`config.mk`:
```
export PLATFORM = sky130hd
export DESIGN_NAME = nv_ram_rwsp_param_flat
export DESIGN_NICKNAME = d
export VERILOG_FILES = /design/src/rtl/nv_ram_rwsp_param_if.sv /design/src/rtl/nv_ram_rwsp_param.sv /design/src/flat_wrapper.sv
export SDC_FILE = /design/constraint.sdc
export NUM_CORES = 1
export LEC_CHECK = 0
export CAP_MARGIN = 20
export CORE_MARGIN = 1.5
export CORE_UTILIZATION = 60
export DETAILED_ROUTE_END_ITERATION = 10
export GPL_TIMING_DRIVEN = 1
export PLACE_DENSITY = 0.78
export SLEW_MARGIN = 25
export SYNTH_ARGS = -nofsm -noshare
export SYNTH_HDL_FRONTEND = slang
export SYNTH_SLANG_ARGS = --single-unit
```
`constraint.sdc`:
```
create_clock -name clk -period 2.3 [get_ports clk]
set_clock_uncertainty 0.2 [all_clocks]
set_input_delay 0.46 -clock clk [delete_from_list [all_inputs] [get_ports clk]]
set_output_delay 0.46 -clock clk [all_outputs]
set_load 0.005 [all_outputs]
```
`src/rtl/nv_ram_rwsp_param_if.sv`:
```
// Bus bundle for the parametrised 1R1W registered-read RAM model:
// read address/enables, write port, registered read data and the power-down bus.
interface nv_ram_rwsp_param_if #(
    parameter int unsigned AW         = 5,
    parameter int unsigned WIDTH      = 32,
    parameter int unsigned MASK_WIDTH = 4
);
    logic [AW-1:0]         ra;
    logic                  re;
    logic                  ore;
    logic [WIDTH-1:0]      dout;
    logic                  dout_vld;
    logic [AW-1:0]         wa;
    logic                  we;
    logic [MASK_WIDTH-1:0] wmask;
    logic [WIDTH-1:0]      di;
    logic [31:0]           pwrbus_ram_pd;

    modport master (
        output ra, re, ore, wa, we, wmask, di, pwrbus_ram_pd,
        input  dout, dout_vld
    );

    modport slave (
        input  ra, re, ore, wa, we, wmask, di, pwrbus_ram_pd,
        output dout, dout_vld
    );
endinterface

```
`src/rtl/nv_ram_rwsp_param.sv`:
```
// Parametrised 1R1W RAM with registered read (address register then output register),
// lane-masked writes, optional write-to-read forwarding and out-of-range protection.
module nv_ram_rwsp_param #(
    parameter int unsigned DEPTH      = 32,
    parameter int unsigned WIDTH      = 32,
    parameter int unsigned AW         = 5,
    parameter int unsigned MASK_WIDTH = 4,
    parameter int unsigned BYPASS     = 0
) (
    input  logic                  clk,
    input  logic                  rstn,
    nv_ram_rwsp_param_if.slave    bus
);
    localparam int unsigned LW      = WIDTH / MASK_WIDTH;
    localparam logic [AW:0] DEPTH_W = (AW + 1)'(DEPTH);

    logic [WIDTH-1:0] mem [DEPTH];
    logic [AW-1:0]    ra_d;
    logic             s1_vld;
    logic [WIDTH-1:0] rdata;
    logic [WIDTH-1:0] next_data;
    logic [WIDTH-1:0] dout_q;
    logic             dout_vld_q;
    logic             wr_ok;
    logic             rd_ok;
    logic             fwd;
    logic             unused_pwr;

    // Power bus is carried through for wrapper compatibility only.
    assign unused_pwr = ^bus.pwrbus_ram_pd;

    assign wr_ok = bus.we && ({1'b0, bus.wa} < DEPTH_W);
    assign rd_ok = {1'b0, ra_d} < DEPTH_W;
    assign fwd   = (BYPASS != 0) && wr_ok && (bus.wa == ra_d) && bus.ore;

    always_ff @(posedge clk) begin
        if (wr_ok) begin
            for (int unsigned i = 0; i < MASK_WIDTH; i++) begin
                if (bus.wmask[i]) begin
                    mem[bus.wa][i*LW +: LW] <= bus.di[i*LW +: LW];
                end
            end
        end
    end

    always_comb begin
        rdata     = rd_ok ? mem[ra_d] : '0;
        next_data = rdata;
        // Forwarded word: written lanes from di, the rest from the stored word.
        if (fwd) begin
            for (int unsigned i = 0; i < MASK_WIDTH; i++) begin
                if (bus.wmask[i]) begin
                    next_data[i*LW +: LW] = bus.di[i*LW +: LW];
                end
            end
        end
    end

    always_ff @(posedge clk or negedge rstn) begin
        if (!rstn) begin
            ra_d   <= '0;
            s1_vld <= 1'b0;
        end else if (bus.re) begin
            ra_d   <= bus.ra;
            s1_vld <= 1'b1;
        end
    end

    always_ff @(posedge clk or negedge rstn) begin
        if (!rstn) begin
            dout_q     <= '0;
            dout_vld_q <= 1'b0;
        end else if (bus.ore) begin
            dout_q     <= next_data;
            dout_vld_q <= s1_vld;
        end
    end

    assign bus.dout     = dout_q;
    assign bus.dout_vld = dout_vld_q;
endmodule
```
`src/flat_wrapper.sv`:
```
// flat-port wrapper written by rule: the top's interface ports become plain ports
module nv_ram_rwsp_param_flat 
#(
    parameter int unsigned DEPTH      = 32,
    parameter int unsigned WIDTH      = 32,
    parameter int unsigned AW         = 5,
    parameter int unsigned MASK_WIDTH = 4,
    parameter int unsigned BYPASS     = 0
)
  (clk, rstn, bus_ra, bus_re, bus_ore, bus_wa, bus_we, bus_wmask, bus_di, bus_pwrbus_ram_pd, bus_dout, bus_dout_vld);
  nv_ram_rwsp_param_if #(.AW(AW), .WIDTH(WIDTH), .MASK_WIDTH(MASK_WIDTH)) bus_i ();
  input  logic clk;
  input  logic rstn;
  input wire logic [$bits(bus_i.ra)-1:0] bus_ra;
  input wire logic [$bits(bus_i.re)-1:0] bus_re;
  input wire logic [$bits(bus_i.ore)-1:0] bus_ore;
  input wire logic [$bits(bus_i.wa)-1:0] bus_wa;
  input wire logic [$bits(bus_i.we)-1:0] bus_we;
  input wire logic [$bits(bus_i.wmask)-1:0] bus_wmask;
  input wire logic [$bits(bus_i.di)-1:0] bus_di;
  input wire logic [$bits(bus_i.pwrbus_ram_pd)-1:0] bus_pwrbus_ram_pd;
  output wire logic [$bits(bus_i.dout)-1:0] bus_dout;
  output wire logic [$bits(bus_i.dout_vld)-1:0] bus_dout_vld;
  assign bus_i.ra = bus_ra;
  assign bus_i.re = bus_re;
  assign bus_i.ore = bus_ore;
  assign bus_i.wa = bus_wa;
  assign bus_i.we = bus_we;
  assign bus_i.wmask = bus_wmask;
  assign bus_i.di = bus_di;
  assign bus_i.pwrbus_ram_pd = bus_pwrbus_ram_pd;
  assign bus_dout = bus_i.dout;
  assign bus_dout_vld = bus_i.dout_vld;
  nv_ram_rwsp_param #(.DEPTH(DEPTH), .WIDTH(WIDTH), .AW(AW), .MASK_WIDTH(MASK_WIDTH), .BYPASS(BYPASS)) u_core (.clk(clk), .rstn(rstn), .bus(bus_i));
endmodule
```
==> impl_metrics.toml <==
[cells_and_area]
final_cell_area_mm2 = 0.0520
final_layout_size_suffix_gt1_frac = 0.291
multi_input_area_mm2 = 0.0105
layout.cells.non_filler = 3823
fillCellCount = 3567
seq_area_mm2 = 0.0317
nets = 2887
area_growth_pct = 24.8

[drt]
viasPerCell = 6.42
detailroute.via_count = 24500
drc_errors = 0
dr.pass1.iters = 9
wire_per_inst_um = 28.9
final_antenna_net_count = 0
drtIter0Drc = 3226
routed_wl_um = 111000

[setup_path]
crit_fanout = 10
path_common_cell = "buf_12"
worst_path_dominant_cell_family = "buffers and inverters"
path_class = "register to register"
arrival_ns = 2.90
critPathMaxStageDelay_ns = 0.45
reg2regPathDepth = 9
crit_slowest_cell = "dfrtp_4"
cp-end-kind = "register"
worstPathRequired_ns = 2.64
crit_path_start_kind = "register"
r2r_slack_ns = -0.26
timing.rr.end = "u_core.bus.dout[13]$_DFFE_PN0P_"
path_cells = "buf_12, buf_12, bufbuf_16, mux2i_1, a22oi_2, a21oi_2, nor4_4, buf_4, mux2_2"
rr_startpoint = "u_core.ra_d[0]$_DFFE_PN0P_"
cp_num_buf_inv = 4

[yosys]
yosysTopAreaCell = "edfxtp_1"
synth_edf_count = 1024
syn_inst = 2360
syn-num-nets = 2443
ys_top_cells_by_count = "1024 x edfxtp_1, 512 x mux2i_1, 256 x a22oi_1"
synthArstFlopShare = 0.0367
yosys_warnings = 0
synth_area_mm2 = 0.0417
ys_types = 24
synth.top_cells.by_area = "edfxtp_1 74%, mux2i_1 12%, a22oi_1 4.6%, dfrtp_1 2.3%, a21oi_1 1.5%"
synthFlopType = "edfxtp_1"
yosysTopAreaCellShare = 0.737
postSynthAreaPerCell_um2 = 17.7
yosysSeqAreaShare = 0.761
ys_ff_latch = 1063
synth.most_common_cell = "edfxtp_1"

[clock_tree]
numCtsBuffers = 101
clk_pin_slew_worst_paths_ns = 0.06
cts.path.max_buffers = 3
h-tree-depth = 3
cts-root-buf = "clkbuf_16"
insertion_delay_ns = 0.68
cts.sinks = 1063
tritoncts = "built"

[power]
p_per_area_mw_per_mm2 = 858
total_power_mw = 44.6
max-vdd-ir-drop_mv = 0.569
leakage_nw = 18.3

[placed_design]
dpl.cell_count = 3582
hpwlAfterDp_um = 60400
portBuffers = 83
gp_congestion = 0.847
post_dp_cell_area_mm2 = 0.0461

[timing]
rsz0062_at_grt = "true"
setup-violations-final = 75
worst_slack_ns = -0.261
period_needed_ns = 2.56
fmax_mhz = 390
worstMarginPinSlew_ns = 0.805
finalHoldWorstSlack_ns = 0.166
period_share = 1.11
relSlewSlack = 0.463
finalMaxSlewViolations = 0
hold_violations = 0

[hold_path]
hold_path_class = "input port to register"
worst_hold_startpoint = "bus_ore"
min_to = "u_core.bus.dout[16]$_DFFE_PN0P_"
hold_depth = 3

[floorplan]
die-area_mm2 = 0.0711
die_x_um = 267
dieHeight_um = 267
core-area_mm2 = 0.0687
start_util = 0.607
io_pins = 116
rows = 96

[grt]
grt_pass1_vias = 24300
grt_pass1_wl_um = 153000
grt_max_degree = 46
grt_antenna_before_repair = 1
grt_usage = 0.296
overflow = 0

[run_status]
status = "finished with violations"
violations = "setup timing"

[job]
cap_violations = 0
## flip-flops by register name, summed over array words and instances, names as in the netlist
register / flops
u_core.mem: 1024
u_core.s1_vld: 1
u_core.ra_d: 5
u_core.bus.dout: 32
u_core.bus.dout_vld: 1
## what timing repair did
item	in CTS	in global routing
hold endpoints to repair	18	0
buffers inserted	16	20
gates cloned	9	13
hold buffers	1	0
endpoints found under the setup margin	32	40
gates resized for setup	174	169
pin swaps	56	91
## worst reg2reg max path, stage by stage, from the launching register on
cell and delay (ns):
dfrtp_4 0.45, buf_12 0.16, buf_12 0.17, bufbuf_16 0.32, mux2i_1 0.28, a22oi_2 0.11, a21oi_2 0.27, nor4_4 0.09
buf_4 0.13, mux2_2 0.25
## cells by family (layout without fill, tap and decap cells)
| kind of cell | count (synthesis) | count (layout) | share of synthesized area |
|---|---|---|---|
| buffers and inverters | 145 | 673 | 0.0218 |
| AOI/OAI and AO/OA | 384 | 384 | 0.0614 |
| and+or+nand+nor | 218 | 218 | 0.0227 |
| DFF | 1063 | 1063 | 0.761 |
| muxes | 550 | 550 | 0.133 |
| other | 0 | 4 | 0 |
## metrics by stage
step / TNS (ns) / worst slack [ns] / utilization
after floorplan: 0 / 0.392 / -
after global placement: -299.26 / -0.434 / 0.671
after detailed placement: -332.95 / -0.443 / 0.671
after CTS: -5.02 / -0.206 / 0.740
after global routing: -9.65 / -0.344 / 0.757
final: -7.53 / -0.261 / 0.758
## placed cells by master, fill, tap and decap left out, types with 3 or more instances in the layout
master	n
clkinv_1	24
nor4_2	21
clkinvlp_4	4
a22oi_1	177
diode_2	4
mux2i_4	18
edfxtp_1	1024
buf_8	5
clkdlybuf4s50_1	81
a21oi_1	42
clkinv_2	11
buf_6	9
dfrtp_1	37
clkbuf_1	16
a22oi_2	79
clkbuf_16	116
bufbuf_16	3
mux2_2	33
buf_12	60
nor3b_1	3
nor4_4	10
buf_16	11
bufinv_16	18
buf_4	301
mux2i_2	29
clkbuf_8	5
mux2_4	5
nand2_1	37
mux2i_1	465
a21oi_2	84
nor2_1	130
## layout make-up
cell class,instances,share of cell area
repair buffers,486,0.0998
clock buffers,124,0.0520
multi-input cells,1152,0.201
flip-flops and latches,1063,0.610
well taps,931,0.0224
clock inverters,63,0.0151
diodes,4,0.000192
## power by group
part / total, mW / internal, mW / switching (mW) / leakage (nW)
registers: 21.6 / 21.5 / 0.132 / 9.64
logic: 5.45 / 2.61 / 2.84 / 6.96
clock network: 17.6 / 10.4 / 7.18 / 1.69
total: 44.6 / 34.5 / 10.2 / 18.3
## per-layer routing
layer / wire, µm / part of all wire / vias up / track usage
li1: - / - / 10300 / -
met1: 40900 / 0.37 / 12400 / 0.386
met2: 54800 / 0.50 / 1570 / 0.488
met3: 10300 / 0.093 / 293 / 0.0611
met4: 4330 / 0.039 / 5 / 0.124
met5: 121 / 0.0011 / - / 0.0125
## worst max-delay path by stage
stage               slack, ns                         endpoint  cells past startpoint                       start
CTS                     -0.21  u_core.bus.dout[13]$_DFFE_PN0P_                      9  u_core.ra_d[0]$_DFFE_PN0P_
detailed placement      -0.44      u_core.mem[7][19]$_DFFE_PP_                      5                   bus_wa[1]
finish                  -0.26  u_core.bus.dout[13]$_DFFE_PN0P_                      9  u_core.ra_d[0]$_DFFE_PN0P_
global placement        -0.43       u_core.mem[7][1]$_DFFE_PP_                      5                   bus_wa[1]
floorplan                0.39      u_core.mem[16][0]$_DFFE_PP_                      3                   bus_wa[2]
global route            -0.34  u_core.bus.dout[21]$_DFFE_PN0P_                     11  u_core.ra_d[0]$_DFFE_PN0P_
No activity file was read; power rests on OpenSTA's default activity.
